===== src/rtl/prog_cntr_sel_ctrl_if.sv =====
// Bundle of the control signals exchanged between fetch-stage control sources
// and the PC load-select controller.
//   master : drives the control events (stall, branch/call/return, interrupt
//            requests, sequential PC) and observes the select outputs.
//   slave  : the selector itself; consumes the events and drives the mux
//            select, return/interrupt addresses and status flags.
interface prog_cntr_sel_ctrl_if #(
  parameter int unsigned ADDR_WIDTH = 14
);
  logic                  stall;
  logic                  branch_taken;
  logic                  call;
  logic                  ret;
  logic                  reti;
  logic                  ei;
  logic                  di;
  logic                  int_req;
  logic [ADDR_WIDTH-1:0] next_prog_cntr;

  logic [3:0]            sel_signals;
  logic [ADDR_WIDTH-1:0] ret_addr;
  logic [ADDR_WIDTH-1:0] int_branch_addr;
  logic                  pc_load_en;
  logic                  flush;
  logic                  int_enabled;
  logic                  in_isr;
  logic                  stack_overflow;
  logic                  stack_underflow;

  modport master (
    output stall, branch_taken, call, ret, reti, ei, di, int_req, next_prog_cntr,
    input  sel_signals, ret_addr, int_branch_addr, pc_load_en, flush, int_enabled,
           in_isr, stack_overflow, stack_underflow
  );

  modport slave (
    input  stall, branch_taken, call, ret, reti, ei, di, int_req, next_prog_cntr,
    output sel_signals, ret_addr, int_branch_addr, pc_load_en, flush, int_enabled,
           in_isr, stack_overflow, stack_underflow
  );
endinterface


===== src/rtl/prog_cntr_sel_ctrl.sv =====
// Fetch-stage PC load-select controller.
// Arbitrates next / branch / interrupt / return each cycle, producing the
// one-hot select for the PC load mux ([0] branch, [1] next, [2] interrupt,
// [3] return), keeps a hardware return-address stack, and tracks the
// interrupt-enable and ISR state.
// Ports:
//   clock  - rising-edge clock
//   reset  - asynchronous active-high reset
//   bus    - prog_cntr_sel_ctrl_if.slave (control inputs, select/status outputs)
// Optional build macro PC_SEL_NESTED_INT_EN: allows interrupts to be taken
// while already in the ISR (when re-enabled with ei); a nesting counter keeps
// the ISR state until the outermost reti.
module prog_cntr_sel_ctrl #(
  parameter int unsigned           ADDR_WIDTH  = 14,
  parameter int unsigned           STACK_DEPTH = 8,
  parameter logic [ADDR_WIDTH-1:0] INT_VECTOR  = 14'h0004
) (
  input logic                clock,
  input logic                reset,
  prog_cntr_sel_ctrl_if.slave bus
);

  localparam int unsigned IdxW = $clog2(STACK_DEPTH);
  localparam int unsigned PtrW = IdxW + 1;
  localparam logic [PtrW-1:0] PtrFull = PtrW'(STACK_DEPTH);

  localparam logic [3:0] SelBranch = 4'b0001;
  localparam logic [3:0] SelNext   = 4'b0010;
  localparam logic [3:0] SelInt    = 4'b0100;
  localparam logic [3:0] SelRet    = 4'b1000;

  typedef enum logic {StRun, StIsr} state_e;

  state_e                state_q, state_d;
  logic [ADDR_WIDTH-1:0] stack_q [STACK_DEPTH];
  logic [PtrW-1:0]       sp_q, sp_d;
  logic                  pend_q, pend_d;
  logic                  ie_q, ie_d;
  logic                  flush_q, flush_d;
  logic                  ovf_q, ovf_d;
  logic                  unf_q, unf_d;

  logic                  state_ok;
  logic                  take;
  logic                  do_push;
  logic                  do_pop;
  logic                  stack_full;
  logic                  stack_empty;
  logic [IdxW-1:0]       top_idx;
  logic [3:0]            sel;

`ifdef PC_SEL_NESTED_INT_EN
  // Number of interrupts taken on top of the outermost one.
  logic [PtrW-1:0]       depth_q, depth_d;
`endif

  assign stack_full  = (sp_q == PtrFull);
  assign stack_empty = (sp_q == '0);
  // Low bits wrap correctly when full (DEPTH -> index DEPTH-1).
  assign top_idx     = sp_q[IdxW-1:0] - IdxW'(1);

`ifdef PC_SEL_NESTED_INT_EN
  assign state_ok = 1'b1;
`else
  assign state_ok = (state_q == StRun);
`endif

  // Interrupts only go in on a sequential cycle; they never preempt control flow.
  assign take = pend_q & ie_q & state_ok & ~bus.branch_taken & ~bus.ret & ~bus.reti &
                ~bus.stall;

  always_comb begin
    sel = SelNext;
    if (bus.stall)                 sel = SelNext;
    else if (bus.ret || bus.reti)  sel = SelRet;
    else if (bus.branch_taken)     sel = SelBranch;
    else if (take)                 sel = SelInt;
  end

  // ret/reti outrank a linking call in the same cycle; take already excludes them.
  assign do_pop  = ~bus.stall & (bus.ret | bus.reti);
  assign do_push = ~bus.stall & ((bus.call & bus.branch_taken & ~bus.ret & ~bus.reti) | take);

  always_comb begin
    sp_d    = sp_q;
    ovf_d   = ovf_q;
    unf_d   = unf_q;
    pend_d  = pend_q;
    ie_d    = ie_q;
    state_d = state_q;
    flush_d = ~bus.stall & (sel != SelNext);
`ifdef PC_SEL_NESTED_INT_EN
    depth_d = depth_q;
`endif

    if (!bus.stall) begin
      if (do_pop) begin
        if (stack_empty) unf_d = 1'b1;
        else             sp_d  = sp_q - PtrW'(1);
      end else if (do_push) begin
        if (stack_full)  ovf_d = 1'b1;
        else             sp_d  = sp_q + PtrW'(1);
      end

      // A request arriving in the take cycle stays pending.
      pend_d = bus.int_req | (pend_q & ~take);

      if (take)          ie_d = 1'b0;
      else if (bus.reti) ie_d = 1'b1;
      else if (bus.di)   ie_d = 1'b0;
      else if (bus.ei)   ie_d = 1'b1;

      unique case (state_q)
        StRun: begin
          if (take) state_d = StIsr;
        end
        StIsr: begin
`ifdef PC_SEL_NESTED_INT_EN
          if (take) begin
            if (depth_q != '1) depth_d = depth_q + PtrW'(1);
          end else if (bus.reti) begin
            if (depth_q == '0) state_d = StRun;
            else               depth_d = depth_q - PtrW'(1);
          end
`else
          if (bus.reti) state_d = StRun;
`endif
        end
        default: state_d = StRun;
      endcase
    end
  end

  always_ff @(posedge clock or posedge reset) begin
    if (reset) begin
      state_q <= StRun;
      sp_q    <= '0;
      pend_q  <= 1'b0;
      ie_q    <= 1'b0;
      flush_q <= 1'b0;
      ovf_q   <= 1'b0;
      unf_q   <= 1'b0;
`ifdef PC_SEL_NESTED_INT_EN
      depth_q <= '0;
`endif
    end else begin
      state_q <= state_d;
      sp_q    <= sp_d;
      pend_q  <= pend_d;
      ie_q    <= ie_d;
      flush_q <= flush_d;
      ovf_q   <= ovf_d;
      unf_q   <= unf_d;
`ifdef PC_SEL_NESTED_INT_EN
      depth_q <= depth_d;
`endif
    end
  end

  always_ff @(posedge clock or posedge reset) begin
    if (reset) begin
      for (int i = 0; i < int'(STACK_DEPTH); i++) stack_q[i] <= '0;
    end else if (do_push && !do_pop && !stack_full) begin
      stack_q[sp_q[IdxW-1:0]] <= bus.next_prog_cntr;
    end
  end

  assign bus.sel_signals     = sel;
  assign bus.ret_addr        = stack_empty ? '0 : stack_q[top_idx];
  assign bus.int_branch_addr = INT_VECTOR;
  assign bus.pc_load_en      = ~bus.stall;
  assign bus.flush           = flush_q;
  assign bus.int_enabled     = ie_q;
  assign bus.in_isr          = (state_q == StIsr);
  assign bus.stack_overflow  = ovf_q;
  assign bus.stack_underflow = unf_q;

endmodule


===== src/flat_wrapper.sv =====
// flat-port wrapper written by rule: the top's interface ports become plain ports
module prog_cntr_sel_ctrl_flat 
#(
  parameter int unsigned           ADDR_WIDTH  = 14,
  parameter int unsigned           STACK_DEPTH = 8,
  parameter logic [ADDR_WIDTH-1:0] INT_VECTOR  = 14'h0004
)
  (clock, reset, bus_stall, bus_branch_taken, bus_call, bus_ret, bus_reti, bus_ei, bus_di, bus_int_req, bus_next_prog_cntr, bus_sel_signals, bus_ret_addr, bus_int_branch_addr, bus_pc_load_en, bus_flush, bus_int_enabled, bus_in_isr, bus_stack_overflow, bus_stack_underflow);
  prog_cntr_sel_ctrl_if #(.ADDR_WIDTH(ADDR_WIDTH)) bus_i ();
  input logic clock;
  input logic reset;
  input wire logic [$bits(bus_i.stall)-1:0] bus_stall;
  input wire logic [$bits(bus_i.branch_taken)-1:0] bus_branch_taken;
  input wire logic [$bits(bus_i.call)-1:0] bus_call;
  input wire logic [$bits(bus_i.ret)-1:0] bus_ret;
  input wire logic [$bits(bus_i.reti)-1:0] bus_reti;
  input wire logic [$bits(bus_i.ei)-1:0] bus_ei;
  input wire logic [$bits(bus_i.di)-1:0] bus_di;
  input wire logic [$bits(bus_i.int_req)-1:0] bus_int_req;
  input wire logic [$bits(bus_i.next_prog_cntr)-1:0] bus_next_prog_cntr;
  output wire logic [$bits(bus_i.sel_signals)-1:0] bus_sel_signals;
  output wire logic [$bits(bus_i.ret_addr)-1:0] bus_ret_addr;
  output wire logic [$bits(bus_i.int_branch_addr)-1:0] bus_int_branch_addr;
  output wire logic [$bits(bus_i.pc_load_en)-1:0] bus_pc_load_en;
  output wire logic [$bits(bus_i.flush)-1:0] bus_flush;
  output wire logic [$bits(bus_i.int_enabled)-1:0] bus_int_enabled;
  output wire logic [$bits(bus_i.in_isr)-1:0] bus_in_isr;
  output wire logic [$bits(bus_i.stack_overflow)-1:0] bus_stack_overflow;
  output wire logic [$bits(bus_i.stack_underflow)-1:0] bus_stack_underflow;
  assign bus_i.stall = bus_stall;
  assign bus_i.branch_taken = bus_branch_taken;
  assign bus_i.call = bus_call;
  assign bus_i.ret = bus_ret;
  assign bus_i.reti = bus_reti;
  assign bus_i.ei = bus_ei;
  assign bus_i.di = bus_di;
  assign bus_i.int_req = bus_int_req;
  assign bus_i.next_prog_cntr = bus_next_prog_cntr;
  assign bus_sel_signals = bus_i.sel_signals;
  assign bus_ret_addr = bus_i.ret_addr;
  assign bus_int_branch_addr = bus_i.int_branch_addr;
  assign bus_pc_load_en = bus_i.pc_load_en;
  assign bus_flush = bus_i.flush;
  assign bus_int_enabled = bus_i.int_enabled;
  assign bus_in_isr = bus_i.in_isr;
  assign bus_stack_overflow = bus_i.stack_overflow;
  assign bus_stack_underflow = bus_i.stack_underflow;
  prog_cntr_sel_ctrl #(.ADDR_WIDTH(ADDR_WIDTH), .STACK_DEPTH(STACK_DEPTH), .INT_VECTOR(INT_VECTOR)) u_core (.clock(clock), .reset(reset), .bus(bus_i));
endmodule

===== config.mk =====
export PLATFORM = sky130hd
export DESIGN_NAME = prog_cntr_sel_ctrl_flat
export DESIGN_NICKNAME = d
export VERILOG_FILES = /design/src/rtl/prog_cntr_sel_ctrl_if.sv /design/src/rtl/prog_cntr_sel_ctrl.sv /design/src/flat_wrapper.sv
export SDC_FILE = /design/constraint.sdc
export NUM_CORES = 1
export LEC_CHECK = 0
export ABC_AREA = 1
export BUFFER_PORTS_ARGS = -buffer_cell sky130_fd_sc_hd__buf_4
export CORE_MARGIN = 3
export CORE_UTILIZATION = 60
export DETAILED_ROUTE_END_ITERATION = 10
export PLACE_DENSITY = 0.8
export SYNTH_ARGS = -nofsm -noshare
export SYNTH_HDL_FRONTEND = slang
export SYNTH_SLANG_ARGS = --single-unit

===== constraint.sdc =====
create_clock -name clock -period 5.1 [get_ports clock]
set_input_delay 0.51 -clock clock [delete_from_list [all_inputs] [get_ports clock]]
set_output_delay 0.51 -clock clock [all_outputs]
set_load 0.01 [all_outputs]

After elaboration in Yosys (flattened, before gate mapping)
Cells that the tools add are included.
{ "op_classes": {"bitwise_logic": 25, "muxes": 22, "addsub": 3, "n_reduce_logical": 13, "eq_ne": 4, "order_cmp": 3} }
{ "op_table": {"columns": ["op", "n"], "rows": [
  ["$bwmux 112", 1],
  ["$mux 14", 4],
  ["$bmux 14 s3", 1],
  ["$demux 14 s3", 1],
  ["$mux 4", 7],
  ["$and 1x1->1", 13],
  ["$ge 4x4->1 const B", 2],
  ["$not 3->4", 2],
  ["$reduce_and 4->1", 2],
  ["$not 1->1", 7],
  ["$mux 1", 6],
  ["$add 4x1->4 const B", 1],
  ["$eq 4x4->1 const B", 1],
  ["$logic_not 4->1", 1],
  ["$lt 4x1->1 const B", 1],
  ["$ne 4x2->1 const B", 1],
  ["$reduce_bool 4->1", 1],
  ["$sub 4x1->4 const B", 1],
  ["$logic_and 1x1->1", 3],
  ["$mux 3", 1],
  ["$or 1x1->1", 3],
  ["$reduce_and 3->1", 1],
  ["$sub 3x1->3 const B", 1],
  ["$logic_not 1->1", 2],
  ["other kinds (6)", 6]
]} }
{ "word_totals": {"elab_cells": 85, "output_inout_bits": 38, "reg_bits": 122, "in_bits": 24} }

Longest topological paths before layout
Gate-level depths: netlist (run 1).
{ "logic_depth": {"ltp_word": 12, "mapped_depth": 12, "depth_no_buf": 11} }

Worst setup path after synthesis (run 1)
OpenSTA, ideal clock, no wires.
{ "synth_path": {"kind": "reg2out", "start": "register u_core.sp_q[0]", "end": "output bus_ret_addr[0]", "arrival_time_ns": 2.048, "required_time_ns": 4.590, "path_buffers": 5, "path_stages_with_launch": 12, "slack_ns": 2.542, "path_cell_list": "dfrtp_1 buf_4 inv_2 buf_2 buf_4 ha_1 buf_2 buf_1 o21ai_0 o21ai_0 nor2_1 nor2_1"} }
{ "synth_between": {"elab_chain_len": 6, "elab_cells_between_ends": 7, "cone_classes": "1 x add/sub; 4 x mux; 1 x bitwise; 1 x reduce/logical"} }
{ "synth_rtl": {"columns": ["item", "line", "source"], "rows": [
  ["start, declared", "prog_cntr_sel_ctrl.sv:36", "logic [PtrW-1:0] sp_q, sp_d;"],
  ["start signal, assigned", "prog_cntr_sel_ctrl.sv:148", "sp_q <= sp_d;"],
  ["$sub 3x1->3", "prog_cntr_sel_ctrl.sv:60", "assign top_idx = sp_q[IdxW-1:0] - IdxW'(1);"],
  ["named net u_core.top_idx[0]", "prog_cntr_sel_ctrl.sv:49", "logic [IdxW-1:0] top_idx;"],
  ["$not 3->4 (not written as such)", "prog_cntr_sel_ctrl.sv:169", "assign bus.ret_addr = stack_empty ? '0 : stack_q[top_idx];"],
  ["$bmux 14 s3", "prog_cntr_sel_ctrl.sv:169", null],
  ["$mux 14 (not written as such) (2 in a row)", "prog_cntr_sel_ctrl.sv:169", null],
  ["$mux 14", "prog_cntr_sel_ctrl.sv:169", null],
  ["end, declared", "flat_wrapper.sv:22", "output wire logic [$bits(bus_i.ret_addr)-1:0] bus_ret_addr;"]
]} }
The timed path passes the listed nets, and every way through them passes these cells. The select of a mux whose other input is x is not followed.

Worst setup path in the final report (run 1)
{ "layout_path": {"start": "register u_core.sp_q[0]", "end": "output bus_ret_addr[7]"} }
{ "layout_between": {"elab_chain_len": 6, "elab_cells_between_ends": 7, "cone_classes": "1 x add/sub; 4 x mux; 1 x bitwise; 1 x reduce/logical"} }
{ "layout_rtl": {"columns": ["item", "line"], "rows": [
  ["$sub 3x1->3", "prog_cntr_sel_ctrl.sv:60"],
  ["$not 3->4 (not written as such)", "prog_cntr_sel_ctrl.sv:169"],
  ["$bmux 14 s3", "prog_cntr_sel_ctrl.sv:169"],
  ["$mux 14 (not written as such) (2 in a row)", "prog_cntr_sel_ctrl.sv:169"],
  ["$mux 14 (*)", "prog_cntr_sel_ctrl.sv:169"]
]} }
Mark *: on every way between the ends. The rest lies on a longest branch, timed or not. The select of a mux whose other input is x is not followed.

==> flow_summary.rst, run 1 <==
.. list-table::
   :header-rows: 1

   * - Metric
     - Value
   * - Cell with the most instances after synthesis
     - sky130_fd_sc_hd__nand2_1
   * - Share of post-route cells with drive strength above 1
     - 12.91%
   * - Number of levels in the clock H-tree
     - 4
   * - Max frequency
     - 243.9 MHz
   * - Number of warnings printed during yosys synthesis
     - 0
   * - TritonCTS clock tree
     - built
   * - TritonCTS buffer count
     - 17
   * - Rows
     - 37
   * - Die Height
     - 111.3 um
   * - Maximum buffer depth of the clock tree
     - 2
   * - Slew at the pin closest to its max-slew limit
     - 1167 ps
   * - Count of TritonRoute iterations in the first routing pass
     - 5
   * - Cell count of the worst hold path
     - 2
   * - Path type of the worst setup path
     - reg2out
   * - Synthesis-to-finish area growth
     - 10.59%
   * - Number of setup buffers added after CTS
     - 0
   * - Synth Area per Inst
     - 7.779 um^2
   * - Width of the die
     - 111.3 um
   * - Result of the run
     - finished clean
   * - DR vias/cell
     - 6.358
   * - Number of distinct standard cells referenced by the synthesized netlist
     - 30
   * - Number of hold-repair buffers added at the cts stage
     - 0
   * - Post-route DRC
     - 0
   * - CP Launch Type
     - register
   * - Unrepaired setup endpoints after global routing
     - false
   * - Total number of clock tree sinks
     - 122
   * - Clock insertion delay at the later pin of the skew report
     - 520 ps
   * - Worst min-delay path category
     - in2reg
   * - Top area cells in the synthesized netlist
     - sky130_fd_sc_hd__dfrtp_1 (46%), sky130_fd_sc_hd__nand2_1 (15%), sky130_fd_sc_hd__nand4_1 (11%)
   * - Wirelength per Cell
     - 18.81 um
   * - Via count of the first global-routing pass
     - 6026
   * - Area fraction of the dominant cell type after synthesis
     - 45.90%
   * - Gr ovfl total
     - 0
   * - Antenna violations before repair
     - 0
   * - Sum of negative setup slack
     - 0 ps
   * - Overall die area
     - 12390 um^2
   * - Number of flops mapped to enable cells by yosys
     - 0
   * - Worst EP required
     - 4590 ps
   * - Portion of the post-synthesis area used by sequential elements
     - 45.90%
   * - Length in cells of the worst reg-to-reg path
     - 6
   * - Final WL
     - 18730 um
   * - Starting DRC count in detailed routing
     - 701
   * - Leading cell types by count after synthesis
     - sky130_fd_sc_hd__nand2_1 (264), sky130_fd_sc_hd__dfrtp_1 (122), sky130_fd_sc_hd__nand4_1 (113)
   * - Register bit total from synthesis
     - 122
   * - Cell area after technology mapping
     - 6651 um^2
   * - Clk root buf
     - sky130_fd_sc_hd__clkbuf_8
   * - Resized Gates After CTS
     - 0
   * - Biggest area consumer among synthesized cells
     - sky130_fd_sc_hd__dfrtp_1
   * - Initial core utilization
     - 63.02%
   * - Input/output buffers
     - 47
   * - Worst clock skew on the final layout
     - 7.134 ps
   * - Tcrit/Tclk final
     - 80.38%
   * - Async S/R FF share, synth
     - 100.0%
   * - Std-Cell Core Area
     - 10560 um^2
   * - Final antenna diode count
     - 0
   * - Count of filler cells inserted in the layout
     - 846
   * - Power density normalized to cell area
     - 697.2 nW/um^2
   * - Max-Cap Viols
     - 0
   * - Peak fanout along the critical path
     - 62
   * - Synthesized instance count
     - 855
   * - # IOs
     - 62
   * - Final non-filler cell total
     - 996
   * - PnR Total Power
     - 5129 uW
   * - Clock-pin transition on the worst setup and hold timing paths
     - 60 ps
   * - Leak pwr
     - 0.003828 uW
   * - Core occupancy in the finished layout
     - 69.69%
   * - Post-detailed-placement half-perimeter wirelength
     - 10940 um
   * - Global-route wire length before repair
     - 30750 um
   * - Worst slew margin
     - 22.23%
   * - Endpoint arrival time on the critical path
     - 3590 ps
   * - Number of setup violations in the final report
     - 0
   * - Vias post-DR
     - 6333
   * - Maximum number of pins on one net before global-route repair
     - 81
   * - Placed cell count
     - 966
   * - Min cycle time layout
     - 4099 ps
   * - Final Max Slew Viols
     - 0
   * - Number of nets in the layout
     - 877
   * - Total Routing Usage GR
     - 30.79%
   * - Predominant post-synthesis flop cell
     - sky130_fd_sc_hd__dfrtp_1
   * - Gpl congestion
     - 0.8547
   * - Kind of capture point of the worst setup path
     - output pin
   * - Hold Violations, Final
     - 0
   * - Remaining antenna violation count
     - 0
   * - Worst IR Drop VDD
     - 0.3953 mV
-- per-stage QoR --
step | hold WS, ps | setup WS [ps] | instance area [um^2]
after global routing | 190.8 | 834.5 | 7356
after CTS | 183.9 | 1088 | 7356
final | 201.8 | 1001 | 7356
after global placement | 447.9 | 1741 | 6755
after floorplan | 436.6 | 1347 | 6696
after detailed placement | 453.4 | 1664 | 6755
-- critical path, cell delays in order (launching register included) --
cell	delay, ps
sky130_fd_sc_hd__dfrtp_2	1140
sky130_fd_sc_hd__inv_2	100
sky130_fd_sc_hd__ha_1	670
sky130_fd_sc_hd__buf_4	340
sky130_fd_sc_hd__o21a_1	150
sky130_fd_sc_hd__o21ai_0	70
sky130_fd_sc_hd__nand3_1	100
sky130_fd_sc_hd__nand2_1	60
sky130_fd_sc_hd__nor2_1	240
sky130_fd_sc_hd__buf_4	170
-- state kept, by name, indices dropped and copies added (netlist names) --
register,count
u_core.stack_q,112
u_core.sp_q,4
u_core.bus.flush,1
u_core.bus.in_isr,1
u_core.bus.int_enabled,1
u_core.bus.stack_overflow,1
u_core.bus.stack_underflow,1
u_core.pend_q,1
-- layer usage --
layer,vias up,wire (um),global-route usage [%]
met5,-,0,0
met4,0,516,14.19
met3,50,1909,6.769
met2,399,9047,47.73
met1,3068,7260,41.43
li1,2816,-,-
-- final timing paths --
path / from / endpoint / slack, ps
setup / recovery: u_core.sp_q[0] / bus_ret_addr[7] / 1000
hold / removal: bus_stall / u_core.bus.flush / 200
setup reg to reg: u_core.sp_q[0] / u_core.stack_q[3] / 1480
hold reg to reg: u_core.stack_q[38] / u_core.stack_q[38] / 470
max in group asynchronous: reset / u_core.sp_q[0] / 3690
min in group asynchronous: reset / u_core.bus.in_isr / 220
-- final cells by class --
class                      instances  area, um^2  area share [%]
sequential                       122        3054           41.52
multi-input combinational        637        3043           41.37
clock buffer                      23       486.7           6.617
timing repair buffer              55       425.4           5.783
tap                              136       170.2           2.313
clock inverter                     7       113.9           1.548
inverter                          16       62.56          0.8505
-- power breakdown --
| group | internal, uW | total, uW | switching [uW] | leakage (uW) |
|---|---|---|---|---|
| logic | 807 | 2310 | 1500 | 0.00191 |
| registers | 1310 | 1590 | 279 | 0.00162 |
| clock network | 803 | 1230 | 424 | 0.000300 |
-- cell usage in the layout (no fill, tap or decap), drive strengths merged, types with 3 or more instances in the layout --
| cell type | count |
|---|---|
| a21oi | 3 |
| buf | 55 |
| bufinv | 3 |
| clkbuf | 23 |
| clkinv | 4 |
| conb | 14 |
| dfrtp | 122 |
| ha | 3 |
| inv | 16 |
| nand2 | 267 |
| nand3 | 29 |
| nand4 | 113 |
| nor2 | 115 |
| o21a | 14 |
| o21ai | 71 |
-- logic make-up after synthesis --
family                   count (synthesis)  share of synthesized area [%]
other                                    2                         0.1129
AND/OR/NAND/NOR                        526                          36.16
AO/OA/AOI/OAI                           91                          7.487
buffers and inverters                  108                          9.217
XOR/XNOR                                 2                         0.2634
adder cells (fa/ha/maj)                  4                         0.8654
flip-flops                             122                          45.90
(Power assumes the default switching activity.)
==> run 2: changes to the inputs <==
- ABC_AREA: 1 -> 0
- CORE_UTILIZATION: 60 -> 54
- PLACE_DENSITY: 0.8 -> 0.77
- clock period: 5.1 -> 3.4 ns (I/O delays scaled with it)
==> flow_summary.rst, run 2 <==
.. list-table::
   :header-rows: 1

   * - Metric
     - Value
   * - Result of the run
     - finished clean (unchanged)
   * - Rows
     - 38 (was 37)
   * - Gr ovfl total
     - 0 (unchanged)
   * - Worst slew margin
     - 40.08% (was 22.23%)
   * - Max-Cap Viols
     - 0 (unchanged)
   * - Synthesis-to-finish area growth
     - 14.54% (was 10.59%)
   * - Crit path launch
     - u_core.sp_q[1] (was u_core.sp_q[0])
   * - Initial core utilization
     - 56.31% (was 63.02%)
   * - Min cycle time layout
     - 3011 ps
   * - Vias post-DR
     - 3478 (was 6333)
   * - Final Max Slew Viols
     - 0 (unchanged)
   * - Leak pwr
     - 0.003476 uW (was 0.003828 uW)
   * - Slew at the pin closest to its max-slew limit
     - 896.8 ps (was 1167 ps)
   * - Proportion of power drawn by the clock network
     - 27.7% (was 23.9%)
   * - Number of nets in the layout
     - 478 (was 877)
   * - # IOs
     - 62 (unchanged)
   * - Maximum number of pins on one net before global-route repair
     - 47 (was 81)
   * - Path type of the worst setup path
     - reg2out (unchanged)
   * - Biggest area consumer among synthesized cells
     - sky130_fd_sc_hd__dfrtp_1 (unchanged)
   * - Worst IR Drop VDD
     - 0.7242 mV (was 0.3953 mV)
   * - Hold Violations, Final
     - 0 (unchanged)
   * - Combinational group share of total power
     - 36.7% (was 45.0%)
   * - Origin of the critical flop-to-flop path
     - u_core.sp_q[1] (was u_core.sp_q[0])
   * - Die Height
     - 113.2 um (was 111.3 um)
   * - Number of distinct standard cells referenced by the synthesized netlist
     - 38 (was 30)
   * - Via count of the first global-routing pass
     - 3784 (was 6026)
   * - Overall die area
     - 12820 um^2 (was 12390 um^2)
   * - Portion of the post-synthesis area used by sequential elements
     - 49.15% (was 45.90%)
   * - Count of TritonRoute iterations in the first routing pass
     - 4 (was 5)
   * - Global-route wire length before repair
     - 20920 um (was 30750 um)
   * - DR vias/cell
     - 5.768 (was 6.358)
   * - Total number of clock tree sinks
     - 122 (unchanged)
   * - PnR Total Power
     - 6169 uW (was 5129 uW)
   * - Final antenna diode count
     - 0 (unchanged)
   * - Clock-pin transition on the worst setup and hold timing paths
     - 60 ps (about the same)
   * - Cell area after technology mapping
     - 6211 um^2 (was 6651 um^2)
   * - Unrepaired setup endpoints after global routing
     - false (unchanged)
   * - Power density normalized to cell area
     - 867.2 nW/um^2 (was 697.2 nW/um^2)
   * - Async S/R FF share, synth
     - 100.0% (unchanged)
   * - Clk root buf
     - sky130_fd_sc_hd__clkbuf_16 (was sky130_fd_sc_hd__clkbuf_8)
   * - Top flop regs
     - u_core.stack_q: 112 flops, u_core.sp_q: 4 flops (unchanged)
   * - TritonCTS clock tree
     - built (unchanged)
   * - Total internal power
     - 4257 uW (was 2923 uW)
   * - Std-Cell Core Area
     - 11030 um^2 (was 10560 um^2)
   * - Worst min-delay path category
     - in2async (was in2reg)
   * - Reg with most FFs
     - u_core.stack_q (unchanged)
   * - Worst clock skew on the final layout
     - 7.155 ps (was 7.134 ps)
   * - Remaining antenna violation count
     - 0 (unchanged)
   * - Width of the die
     - 113.2 um (was 111.3 um)
   * - Switching pwr
     - 1912 uW (was 2205 uW)
   * - Number of warnings printed during yosys synthesis
     - 0 (unchanged)
   * - Input/output buffers
     - 47 (unchanged)
   * - Endpoint arrival time on the critical path
     - 2670 ps (was 3590 ps)
   * - Register bit total from synthesis
     - 122 (unchanged)
   * - Sequential share of power
     - 35.6% (was 31.0%)
   * - Synth Area per Inst
     - 15.45 um^2 (was 7.779 um^2)
   * - Total Routing Usage GR
     - 21.40% (was 30.79%)
   * - Peak fanout along the critical path
     - 28 (was 62)
   * - Cell with the most instances after synthesis
     - sky130_fd_sc_hd__dfrtp_1 (was sky130_fd_sc_hd__nand2_1)
   * - Post-placement cell area
     - 6536 um^2 (was 6755 um^2)
   * - Number of flops mapped to enable cells by yosys
     - 0 (unchanged)
   * - Starting DRC count in detailed routing
     - 170 (was 701)
   * - Worst EP required
     - 3060 ps (was 4590 ps)
   * - Core occupancy in the finished layout
     - 64.50% (was 69.69%)
   * - Final WL
     - 12690 um (was 18730 um)
   * - Gpl congestion
     - 0.7577 (was 0.8547)
   * - Max frequency
     - 332.1 MHz
   * - Antenna violations before repair
     - 0 (unchanged)
   * - Post-detailed-placement half-perimeter wirelength
     - 7823 um (was 10940 um)
   * - Worst Setup Slack post-DPL
     - 687.5 ps (was 1664 ps)
   * - Switching part of the total power
     - 30.99% (was 43.00%)
   * - Post-route DRC
     - 0 (unchanged)
   * - Predominant post-synthesis flop cell
     - sky130_fd_sc_hd__dfrtp_1 (unchanged)
   * - TritonCTS buffer count
     - 17 (unchanged)
   * - Share of post-route cells with drive strength above 1
     - 49.68% (was 12.91%)
   * - Clock insertion delay at the later pin of the skew report
     - 410 ps (was 520 ps)
   * - Fin worst setup slack
     - 389.2 ps (was 1001 ps)
   * - Kind of capture point of the worst setup path
     - output pin (unchanged)
   * - Number of hold-repair buffers added at the cts stage
     - 0 (unchanged)
   * - Wirelength per Cell
     - 21.04 um (was 18.81 um)
   * - Most frequent standard cell in the layout excluding fill and tap cells
     - sky130_fd_sc_hd__dfrtp_1 (was sky130_fd_sc_hd__nand2_1)
   * - CP Launch Type
     - register (unchanged)
   * - Maximum buffer depth of the clock tree
     - 2 (unchanged)
   * - Area fraction of the dominant cell type after synthesis
     - 49.15% (was 45.90%)
   * - Leading cell types by count after synthesis
     - sky130_fd_sc_hd__dfrtp_1 (122), sky130_fd_sc_hd__mux2_4 (70), sky130_fd_sc_hd__mux2_2 (34) (was sky130_fd_sc_hd__nand2_1 (264), sky130_fd_sc_hd__dfrtp_1 (122), sky130_fd_sc_hd__nand4_1 (113))
   * - Flip-flop count of the largest register, all copies and words added
     - 112 (unchanged)
   * - Sum of negative setup slack
     - 0 ps (unchanged)
   * - Number of levels in the clock H-tree
     - 4 (unchanged)
   * - Top area cells in the synthesized netlist
     - sky130_fd_sc_hd__dfrtp_1 (49%), sky130_fd_sc_hd__mux2_4 (17%), sky130_fd_sc_hd__mux4_2 (10%) (was sky130_fd_sc_hd__dfrtp_1 (46%), sky130_fd_sc_hd__nand2_1 (15%), sky130_fd_sc_hd__nand4_1 (11%))
   * - Commonest cells after routing, fill and taps aside
     - sky130_fd_sc_hd__dfrtp_1 (122), sky130_fd_sc_hd__mux2_4 (70), sky130_fd_sc_hd__buf_4 (55), sky130_fd_sc_hd__mux2_2 (34), sky130_fd_sc_hd__o21ai_0 (29) (was sky130_fd_sc_hd__nand2_1 (264), sky130_fd_sc_hd__dfrtp_1 (121), sky130_fd_sc_hd__nand4_1 (113), sky130_fd_sc_hd__nor2_1 (107), sky130_fd_sc_hd__o21ai_0 (71))
   * - Synthesized instance count
     - 402 (was 855)
   * - Count of filler cells inserted in the layout
     - 794 (was 846)
   * - Number of setup violations in the final report
     - 0 (unchanged)
   * - Tcrit/Tclk final
     - 88.55%
   * - Final instance area
     - 7114 um^2 (was 7356 um^2)
==> run 2: cell count changes in the layout (fill, tap and decap cells not counted), sizes merged, moves of 28 or more <==
| cell | change |
|---|---|
| nand2 | -251 |
| nand4 | -110 |
| o21ai | -42 |
| nor2 | -110 |
| nand3 | -29 |
| mux4 | +28 |
| mux2 | +113 |
==> run 2: critical path: stages, from the launching register on <==
cell and delay (ps):
sky130_fd_sc_hd__dfrtp_1 500, sky130_fd_sc_hd__inv_1 220, sky130_fd_sc_hd__ha_1 370, sky130_fd_sc_hd__buf_12 240, sky130_fd_sc_hd__mux4_2 540, sky130_fd_sc_hd__o21ai_0 140, sky130_fd_sc_hd__nand2_1 100, sky130_fd_sc_hd__buf_4 150
==> run 2: area by class of cell <==
type	count	area (um^2)	area share, %
sequential	122	3053	42.91
multi-input combinational	244	2824	39.69
clock buffer	21	480.5	6.753
timing repair buffer	57	452.9	6.367
tap	140	175.2	2.462
clock inverter	11	95.09	1.337
inverter	8	33.78	0.4749
==> run 2: worst paths after layout <==
| kind | to | slack, ps | cells past startpoint |
|---|---|---|---|
| max | bus_ret_addr[6] | 390 | 7 |
| min | u_core.bus.flush | 110 | 2 |
| max reg2reg | u_core.stack_q[61] | 700 | 6 |
| min reg2reg | u_core.bus.stack_underflow | 460 | 1 |
| max in group asynchronous | u_core.stack_q[103] | 2310 | 3 |
| min in group clock | u_core.bus.flush | 140 | 2 |
==> run 2: routing by layer <==
metal	GRT usage, %	routed length (um)	vias to the layer above
li1	-	-	1533
met1	29.72	5899	1854
met2	34.20	6273	82
met3	5.829	411	9
met4	4.567	106	0
met5	0	0	-
==> run 2: logic make-up after synthesis <==
kind of cell / after synthesis / share of synthesized area [%]
compound gates: 41 / 3.848
xor+xnor: 3 / 0.4231
fa+ha+maj: 4 / 0.9267
buf+inv: 48 / 6.144
flops: 122 / 49.15
mux: 143 / 35.19
other cells: 2 / 0.1209
simple gates: 39 / 4.190
==> run 2: through the flow <==
step | cells | hold slack, ps
after floorplan | 414 | 414.7
after global placement | 571 | 441.7
after detailed placement | 571 | 449.0
after CTS | 603 | 127.4
after global routing | 603 | 146.2
final | 603 | 113.2
==> run 2: what timing repair did <==
action / in CTS / in global routing
endpoints found under the hold margin: 0 / 0
setup endpoints to repair: 0 / 2
resized for setup: 0 / 1
setup buffers: 0 / 0
==> run 2: power groups by stage <==
| stage | Clock [uW] | Combinational (uW) | Sequential, uW |
|---|---|---|---|
| floorplan | 0 | 1690 | 2100 |
| global placement | 0 | 2230 | 2170 |
| detailed placement | 0 | 2270 | 2200 |
| CTS | 1740 | 2300 | 2190 |
| global route | 1800 | 2440 | 2250 |
| finish | 1710 | 2260 | 2190 |
